[config.mk]
export PLATFORM = sky130hd
export DESIGN_NAME = coin_report_streamer_flat
export DESIGN_NICKNAME = d
export VERILOG_FILES = /design/src/rtl/coin_report_streamer_if.sv /design/src/rtl/coin_report_streamer.sv /design/src/flat_wrapper.sv
export SDC_FILE = /design/constraint.sdc
export NUM_CORES = 1
export LEC_CHECK = 0
export CAP_MARGIN = 5
export CORE_MARGIN = 4
export CORE_UTILIZATION = 30
export CTS_CLUSTER_SIZE = 25
export DETAILED_ROUTE_END_ITERATION = 6
export GPL_ROUTABILITY_DRIVEN = 0
export PLACE_DENSITY = 0.51
export SYNTH_ARGS = -nofsm -noshare
export SYNTH_HDL_FRONTEND = slang
export SYNTH_SLANG_ARGS = --single-unit
export TNS_END_PERCENT = 30
[constraint.sdc]
create_clock -name clk -period 2.7 [get_ports clk]
set_input_delay 0.27 -clock clk [delete_from_list [all_inputs] [get_ports clk]]
set_output_delay 0.27 -clock clk [all_outputs]
set_load 0.01 [all_outputs]
[src/rtl/coin_report_streamer_if.sv]
// Byte-stream valid/ready link from the coin report streamer to the UART transmitter.
interface coin_report_streamer_if;
  logic [7:0] tx_data;
  logic       tx_valid;
  logic       tx_ready;

  modport master (output tx_data, output tx_valid, input tx_ready);
  modport slave  (input tx_data, input tx_valid, output tx_ready);
endinterface

[src/rtl/coin_report_streamer.sv]
// Snapshots per-channel coin counts on start and streams an ASCII report frame
// ("<denom>baht <count> ... \n\r") one byte per accepted handshake.
module coin_report_streamer #(
  parameter int                  NUM_CH = 4,
  parameter int                  CNT_W  = 10,
  parameter int                  DIGITS = 3,
  parameter logic [NUM_CH*8-1:0] DENOMS = {8'd10, 8'd5, 8'd2, 8'd1}
) (
  input  logic                      clk,
  input  logic                      rst_n,
  input  logic                      start,
  input  logic [NUM_CH*CNT_W-1:0]   counts,
  coin_report_streamer_if.master    tx,
  output logic                      busy,
  output logic                      done
);

  localparam int              BCD_W   = 4 * DIGITS;
  localparam int              CH_W    = (NUM_CH > 1) ? $clog2(NUM_CH) : 1;
  localparam int              MAXV    = 10**DIGITS - 1;
  localparam logic [7:0]      TOP_DEN = DENOMS[NUM_CH*8-1 -: 8];
  localparam logic [CH_W-1:0] TOP_CH  = CH_W'(NUM_CH - 1);
  localparam logic [4:0]      CYC_END = 5'(CNT_W - 1);

  typedef enum logic [2:0] {IDLE, LABEL, CONV, DIGIT, TAIL} state_t;

  state_t            state_q;
  logic [CH_W-1:0]   ch_q;
  logic [2:0]        idx_q;
  logic [4:0]        cyc_q;
  logic [CNT_W-1:0]  snap_q [NUM_CH];
  logic [CNT_W-1:0]  bin_q;
  logic [BCD_W-1:0]  bcd_q;
  logic [7:0]        tx_data_q;
  logic              tx_valid_q;
  logic              busy_q;
  logic              done_q;

  logic [BCD_W-1:0]  bcd_d;
  logic [CNT_W-1:0]  bin_d;
  logic [CH_W-1:0]   ch_d;
  logic [7:0]        cur_den;
  logic [7:0]        nxt_den;
  logic              accept;

  function automatic logic [CNT_W-1:0] sat(input logic [CNT_W-1:0] c);
    return (32'(c) > 32'(MAXV)) ? CNT_W'(MAXV) : c;
  endfunction

  function automatic logic [2:0] label_last(input logic [7:0] d);
    return (d >= 8'd10) ? 3'd6 : 3'd5;
  endfunction

  // Label = optional tens digit, ones digit, then "baht ".
  function automatic logic [7:0] label_byte(input logic [7:0] d, input logic [2:0] idx);
    logic [7:0] b;
    logic [2:0] k;
    logic       two;
    two = (d >= 8'd10);
    k   = two ? idx - 3'd2 : idx - 3'd1;
    case (k)
      3'd0:    b = 8'h62;
      3'd1:    b = 8'h61;
      3'd2:    b = 8'h68;
      3'd3:    b = 8'h74;
      default: b = 8'h20;
    endcase
    if (two && idx == 3'd0)                 b = 8'h30 + d / 8'd10;
    else if (idx == (two ? 3'd1 : 3'd0))    b = 8'h30 + d % 8'd10;
    return b;
  endfunction

  // Saturated values fit in DIGITS nibbles, so bits shifted past the top are always zero.
  function automatic logic [BCD_W-1:0] dd_step(input logic [BCD_W-1:0] bcd, input logic msb);
    logic [BCD_W-1:0] a;
    a = bcd;
    for (int i = 0; i < DIGITS; i++)
      if (a[4*i +: 4] >= 4'd5) a[4*i +: 4] = a[4*i +: 4] + 4'd3;
    return {a[BCD_W-2:0], msb};
  endfunction

  function automatic logic [7:0] digit_char(input logic [BCD_W-1:0] bcd, input int k);
    return 8'h30 + {4'h0, bcd[4*(DIGITS-1-k) +: 4]};
  endfunction

  assign bcd_d   = dd_step(bcd_q, bin_q[CNT_W-1]);
  assign bin_d   = {bin_q[CNT_W-2:0], 1'b0};
  assign ch_d    = ch_q - CH_W'(1);
  assign cur_den = DENOMS[{ch_q, 3'b000} +: 8];
  assign nxt_den = DENOMS[{ch_d, 3'b000} +: 8];
  assign accept  = tx_valid_q && tx.tx_ready;

  always_ff @(posedge clk or negedge rst_n) begin
    if (!rst_n) begin
      state_q    <= IDLE;
      ch_q       <= '0;
      idx_q      <= '0;
      cyc_q      <= '0;
      bin_q      <= '0;
      bcd_q      <= '0;
      for (int i = 0; i < NUM_CH; i++) snap_q[i] <= '0;
      tx_data_q  <= '0;
      tx_valid_q <= 1'b0;
      busy_q     <= 1'b0;
      done_q     <= 1'b0;
    end else begin
      done_q <= 1'b0;
      case (state_q)
        IDLE: if (start) begin
          for (int i = 0; i < NUM_CH; i++) snap_q[i] <= sat(counts[CNT_W*i +: CNT_W]);
          ch_q       <= TOP_CH;
          idx_q      <= '0;
          tx_data_q  <= label_byte(TOP_DEN, 3'd0);
          tx_valid_q <= 1'b1;
          busy_q     <= 1'b1;
          state_q    <= LABEL;
        end
        LABEL: if (accept) begin
          if (idx_q == label_last(cur_den)) begin
            tx_valid_q <= 1'b0;
            bin_q      <= snap_q[ch_q];
            bcd_q      <= '0;
            cyc_q      <= '0;
            state_q    <= CONV;
          end else begin
            idx_q     <= idx_q + 3'd1;
            tx_data_q <= label_byte(cur_den, idx_q + 3'd1);
          end
        end
        // The final shift step also presents the first digit from the new BCD value.
        CONV: begin
          bcd_q <= bcd_d;
          bin_q <= bin_d;
          if (cyc_q == CYC_END) begin
            idx_q      <= '0;
            tx_data_q  <= digit_char(bcd_d, 0);
            tx_valid_q <= 1'b1;
            state_q    <= DIGIT;
          end else begin
            cyc_q <= cyc_q + 5'd1;
          end
        end
        // idx_q == DIGITS is the separator slot between channels.
        DIGIT: if (accept) begin
          if (int'(idx_q) == DIGITS) begin
            ch_q      <= ch_d;
            idx_q     <= '0;
            tx_data_q <= label_byte(nxt_den, 3'd0);
            state_q   <= LABEL;
          end else if (int'(idx_q) == DIGITS - 1) begin
            if (ch_q == '0) begin
              idx_q     <= '0;
              tx_data_q <= 8'h0A;
              state_q   <= TAIL;
            end else begin
              idx_q     <= idx_q + 3'd1;
              tx_data_q <= 8'h20;
            end
          end else begin
            idx_q     <= idx_q + 3'd1;
            tx_data_q <= digit_char(bcd_q, int'(idx_q) + 1);
          end
        end
        TAIL: if (accept) begin
          if (idx_q == 3'd0) begin
            idx_q     <= 3'd1;
            tx_data_q <= 8'h0D;
          end else begin
            tx_valid_q <= 1'b0;
            busy_q     <= 1'b0;
            done_q     <= 1'b1;
            state_q    <= IDLE;
          end
        end
        default: state_q <= IDLE;
      endcase
    end
  end

  assign tx.tx_data  = tx_data_q;
  assign tx.tx_valid = tx_valid_q;
  assign busy        = busy_q;
  assign done        = done_q;

endmodule

[src/flat_wrapper.sv]
// flat-port wrapper written by rule: the top's interface ports become plain ports
module coin_report_streamer_flat 
#(
  parameter int                  NUM_CH = 4,
  parameter int                  CNT_W  = 10,
  parameter int                  DIGITS = 3,
  parameter logic [NUM_CH*8-1:0] DENOMS = {8'd10, 8'd5, 8'd2, 8'd1}
)
  (clk, rst_n, start, counts, busy, done, tx_tx_data, tx_tx_valid, tx_tx_ready);
  coin_report_streamer_if tx_i ();
  input  logic clk;
  input  logic rst_n;
  input  logic start;
  input  logic [NUM_CH*CNT_W-1:0] counts;
  output logic busy;
  output logic done;
  output wire logic [$bits(tx_i.tx_data)-1:0] tx_tx_data;
  output wire logic [$bits(tx_i.tx_valid)-1:0] tx_tx_valid;
  input wire logic [$bits(tx_i.tx_ready)-1:0] tx_tx_ready;
  assign tx_tx_data = tx_i.tx_data;
  assign tx_tx_valid = tx_i.tx_valid;
  assign tx_i.tx_ready = tx_tx_ready;
  coin_report_streamer #(.NUM_CH(NUM_CH), .CNT_W(CNT_W), .DIGITS(DIGITS), .DENOMS(DENOMS)) u_core (.clk(clk), .rst_n(rst_n), .start(start), .counts(counts), .tx(tx_i), .busy(busy), .done(done));
endmodule
# Word-level counts from Yosys, hierarchy flattened
# Cells that the tools add are included.
# totals
reg_bits	86
in_bits	44
output_inout_bits	11
word_cells	177
# classes
add_sub_neg	16
div_mod_pow	4
magnitude_cmp	10
n_eq_ne	28
shift	3
mux	79
bitwise	1
n_reduce_logical	22
# op_table
operator	n
2-to-1 mux 8 bit	13
2-to-1 mux 10 bit	8
2-to-1 mux 3 bit	22
indexed part select 32 x 6 -> 8 bit, first input constant	2
one-hot mux 7 bit (4 select lines)	2
greater-than comparator 10 bit, second input constant	4
one-hot mux 8 bit (5 select lines)	1
adder 6 x 8 -> 8 bit, first input constant	4
indexed part select 12 x 32 -> 4 bit	1
one-hot mux 3 bit (5 select lines)	2
subtractor 3 x 30 -> 30 bit, first input constant	1
2-to-1 mux 12 bit	2
one-hot mux 12 bit (2 select lines)	1
binary-select mux 10 bit (select 2 bit)	1
one-hot mux 10 bit (2 select lines)	1
== test 3 x 2 -> 1 bit, second input constant	6
zero test 3 bit	6
divider 8 x 4 -> 8 bit, second input constant	2
>= comparator 8 x 4 -> 1 bit, second input constant	2
modulo 8 x 4 -> 8 bit, second input constant	2
2-to-1 mux 5 bit	3
adder 6 x 4 -> 7 bit, first input constant	2
!= test 2 x 1 -> 1 bit, second input constant	7
>= comparator 4 x 3 -> 1 bit, second input constant	3
other kinds (35)	65

# Longest topological paths before layout
# depth
depth_word	11
depth_mapped	12
depth_no_buf	9

# Worst setup path before layout
# Ideal clock, no wire load.
# synth_timing
path_kind	reg2reg
start	register u_core.idx_q[0]
end	register u_core.tx_data_q[2] (netlist: u_core.tx.tx_data[2])
setup_time_ps	76
arrival_ps	2763
required_ps	2624
path_slack_ps	-139
stages_incl_launch_ff	11
path_buffers	2
path_cell_list	dfrtp_1 > clkbuf_1 > buf_2 > inv_1 > ha_1 > ha_1 > or3b_2 > a211oi_1 > o21ai_0 > o2111a_1 > o21ai_1
# synth_via
elab_chain_cells	10
word_cells_on_any_way	31
classes_between	6 x add/sub; 9 x eq/ne; 1 x shift; 10 x mux; 5 x reduce/logical
# synth_rtl
element	line	source
from (decl)	coin_report_streamer.sv:29	logic [2:0] idx_q;
from (signal assigned)	coin_report_streamer.sv:126	idx_q <= idx_q + 3'd1;
from (signal assigned)	coin_report_streamer.sv:156	idx_q <= idx_q + 3'd1;
from (signal assigned)	coin_report_streamer.sv:160	idx_q <= idx_q + 3'd1;
parallel branches: the longest is 10 deep, another holds subtractor 3 x 30 -> 30 bit	--	
to (signal assigned)	coin_report_streamer.sv:113	tx_data_q <= label_byte(TOP_DEN, 3'd0);
to (signal assigned)	coin_report_streamer.sv:127	tx_data_q <= label_byte(cur_den, idx_q + 3'd1);
to (signal assigned)	coin_report_streamer.sv:136	tx_data_q <= digit_char(bcd_d, 0);
to (decl)	coin_report_streamer.sv:34	logic [7:0] tx_data_q;
# Several ways; the timed one is not identified. The select of a mux whose other input is x is not followed.
# A chain may end at the register's enable or synchronous reset.

# Worst setup path after layout
# Ends and elaborated chain as after synthesis.

==> metrics.md <==
| Metric | Value |
|---|---|
| Run status | `complete, no violations` |
| Diode count | `0` |
| Crit path max fanout | `7` |
| R2R setup slack | `0.18 ns` |
| First-pass iteration count of the detailed router | `5` |
| Worst-Margin Slew | `0.657 ns` |
| Pwr/cell area | `1120 nW/um^2` |
| HPWL after DPL | `9.27 mm` |
| Total track usage | `14.2%` |
| Sequential area share after synthesis | `43.0%` |
| Number of synthesized flops with an enable pin | `0` |
| CTS Buffer Depth | `2` |
| Syn nets | `601` |
| Drt wl/cell | `15.6 microns` |
| CP required | `2.97 ns` |
| Critical path origin | `u_core.idx_q[0]` |
| Top cell type's share of synthesized area | `43.0%` |
| Ports | `55` |
| Post-synth top cells | `nand2_1, dfrtp_1, o21ai_0` |
| Max Freq | `397 MHz` |
| Number of distinct library cells after synthesis | `61` |
| Final setup margin | `0.183 ns` |
| Worst clock skew | `0.00595 ns` |
| Fin area | `6180 sq um` |
| Clock sinks | `86` |
| HP Class | `in2async` |
| FF-to-FF End | `u_core.tx.tx_data[2]` |
| Syn. warnings | `0` |
| Area Overhead vs Synth | `23.5%` |
| Crit share post-route | `93.2%` |
| R2r startpoint | `u_core.idx_q[0]` |
| DRT antenna net count | `0` |
| Final Critical Period | `2.52 ns` |
| RSZ-0062 raised after global routing | `no` |
| DRT iter0 DRCs | `299` |
| Peak supply drop | `0.382 mV` |
| Most frequent cell after synthesis | `nand2_1` |
| Syn_area_per_cell | `9.39 sq um` |
| CTS buffer count | `9` |
| First-pass GRT wire length | `21.0 mm` |
| Post-CTS Setup Bufs | `0` |
| Rows | `46` |
| Layout cells sized above 1 | `10.2%` |
| Async S/R FF share, synth | `100%` |
| Via count | `4099` |
| Die area | `18800 sq um` |
| Largest net degree at the start of global routing | `45` |
| P_leak | `2.73 nW` |
| H-tree Lvls | `3` |
| Mapped Area | `5000 sq um` |
| Antenna violations before repair | `0` |
| Later-pin clock latency in the skew report | `0.35 ns` |
| Final hold vios | `0` |
| Setup TNS | `0 ns` |
| Type of destination of the critical path | `flip-flop` |
| Die Span X | `137 microns` |
| DR DRC count | `0` |
| WL final | `12.6 mm` |
| DP Area | `5860 sq um` |
| Initial Utilization | `31.1%` |
| Average vias per placed instance | `5.08` |
| WS Path Type | `reg2reg` |
| Clk slew on worst S/H paths | `0.07 ns` |
| Buffers on Ports | `54` |
| Clock tree root buffer cell | `clkbuf_16` |
| CTS tree | `done` |
| Nets@finish | `654` |
| Critical Path End | `u_core.tx.tx_data[2]` |
| Yosys top cell by area | `dfrtp_1` |
| Seq cells post-synth | `86` |
| Vias in the first global route | `4148` |
| Max-cap viol count | `0` |
| Fin. max-slew vios | `0` |
| WHS | `0.469 ns` |
| WP data arrival | `2.79 ns` |
| Main flop type after synthesis | `dfrtp_1` |
| Core Region | `16100 sq um` |
| Slew margin rel. | `56.2%` |
| CP Launch Type | `flip-flop` |
| Setup-failing EPs final | `0` |
| Top cells by area, synth | `dfrtp_1, nand2_1, ha_1, o21ai_0, mux4_2` |
| Filler instances | `1618` |
| Final Util | `38.4%` |
| FF-to-FF path depth | `8` |
| Die Ht | `137 microns` |
| Synthesized instance count | `533` |
| GRT overflow | `0` |
| Pre-CTS WS | `0.203 ns` |
==> cell usage in the layout (no fill, tap or decap), types with 4 or more instances in the layout <==
cell type,count
a31oi_1,4
nor2b_1,6
inv_1,19
dfrtp_1,86
o22a_1,12
or3b_2,4
buf_4,19
a22o_1,9
nor2_1,29
nand4_1,7
nand3b_1,4
clkbuf_16,9
o21ai_1,5
xnor2_1,5
nand2_1,97
and2_1,4
o21ai_0,48
o211ai_1,4
clkdlybuf4s50_1,53
nand3_1,19
a21oi_1,15
mux4_2,10
mux2i_1,19
nand2b_1,7
ha_1,24
o31ai_1,6
nor3_1,6
==> area by class of cell <==
type / count / area, sq um / share of cell area, %
repair buffers: 76 / 743 / 12.0
multi-input cells: 394 / 2640 / 42.7
well taps: 216 / 270 / 4.37
flip-flops and latches: 86 / 2150 / 34.8
inverters: 19 / 71.3 / 1.15
clock buffers: 10 / 239 / 3.87
clock inverters: 6 / 68.8 / 1.11
==> kinds of logic (layout without fill, tap and decap cells) <==
logic type,count (synthesis),count (layout),share of synthesized area [%]
and+or+nand+nor,197,197,18.5
AOI/OAI and AO/OA,132,132,17.4
DFF,86,86,43.0
buffers and inverters,53,111,4.65
muxes,32,32,9.05
adders and majority gates,24,24,6.00
xor gates and xnor gates,8,8,1.40
other,1,1,0.0749
==> registers in the layout, summed over array words and instances (netlist names) <==
name and cells:
u_core.tx.tx_data 8, u_core.busy 1, u_core.state_q 3, u_core.done 1, u_core.bin_q 10, u_core.tx.tx_valid 1
u_core.idx_q 3, u_core.cyc_q 5, u_core.ch_q 2, u_core.bcd_q 12, u_core.snap_q 40
==> critical path, cell delays in order, from the launching register on <==
cell,delay [ns]
dfrtp_1,0.44
ha_1,0.27
ha_1,0.31
ha_1,0.29
or3b_2,0.46
a211oi_1,0.28
o21ai_0,0.14
o2111a_1,0.14
o21ai_1,0.11
==> repair_timing <==
action / CTS / global route
hold endpoints to repair: 42 / 0
resized for setup: 0 / 2
setup endpoints to repair: 0 / 2
hold buffers: 1 / 0
==> per-stage QoR <==
step	std cells	total power [mW]
after floorplan	533	4.62
final	807	6.93
after CTS	807	6.98
after global routing	807	7.50
after global placement	790	5.55
after detailed placement	790	5.64
==> power by group <==
group | total [mW] | leakage, nW | switching, mW | internal, mW
Combinational | 3.36 | 1.50 | 1.82 | 1.55
Sequential | 2.27 | 1.08 | 0.437 | 1.84
Clock | 1.30 | 0.149 | 0.548 | 0.749
Total | 6.93 | 2.73 | 2.80 | 4.13
==> layer usage <==
metal / wire (microns) / GRT usage (%)
met4: 227 / 5.04
met1: 5900 / 18.6
met5: 0 / 0
met2: 5850 / 23.1
met3: 638 / 3.13
==> worst min-delay path by stage <==
stage	start	endpoint	depth (start not counted)
final	rst_n	u_core.idx_q[0]	2
after global routing	u_core.snap_q[5]	u_core.snap_q[5]	2
after CTS	u_core.snap_q[6]	u_core.snap_q[6]	2
after detailed placement	rst_n	u_core.idx_q[1]	1
after global placement	rst_n	u_core.idx_q[1]	1
after floorplan	rst_n	u_core.bcd_q[0]	0
No activity file was read; power rests on OpenSTA's default activity.
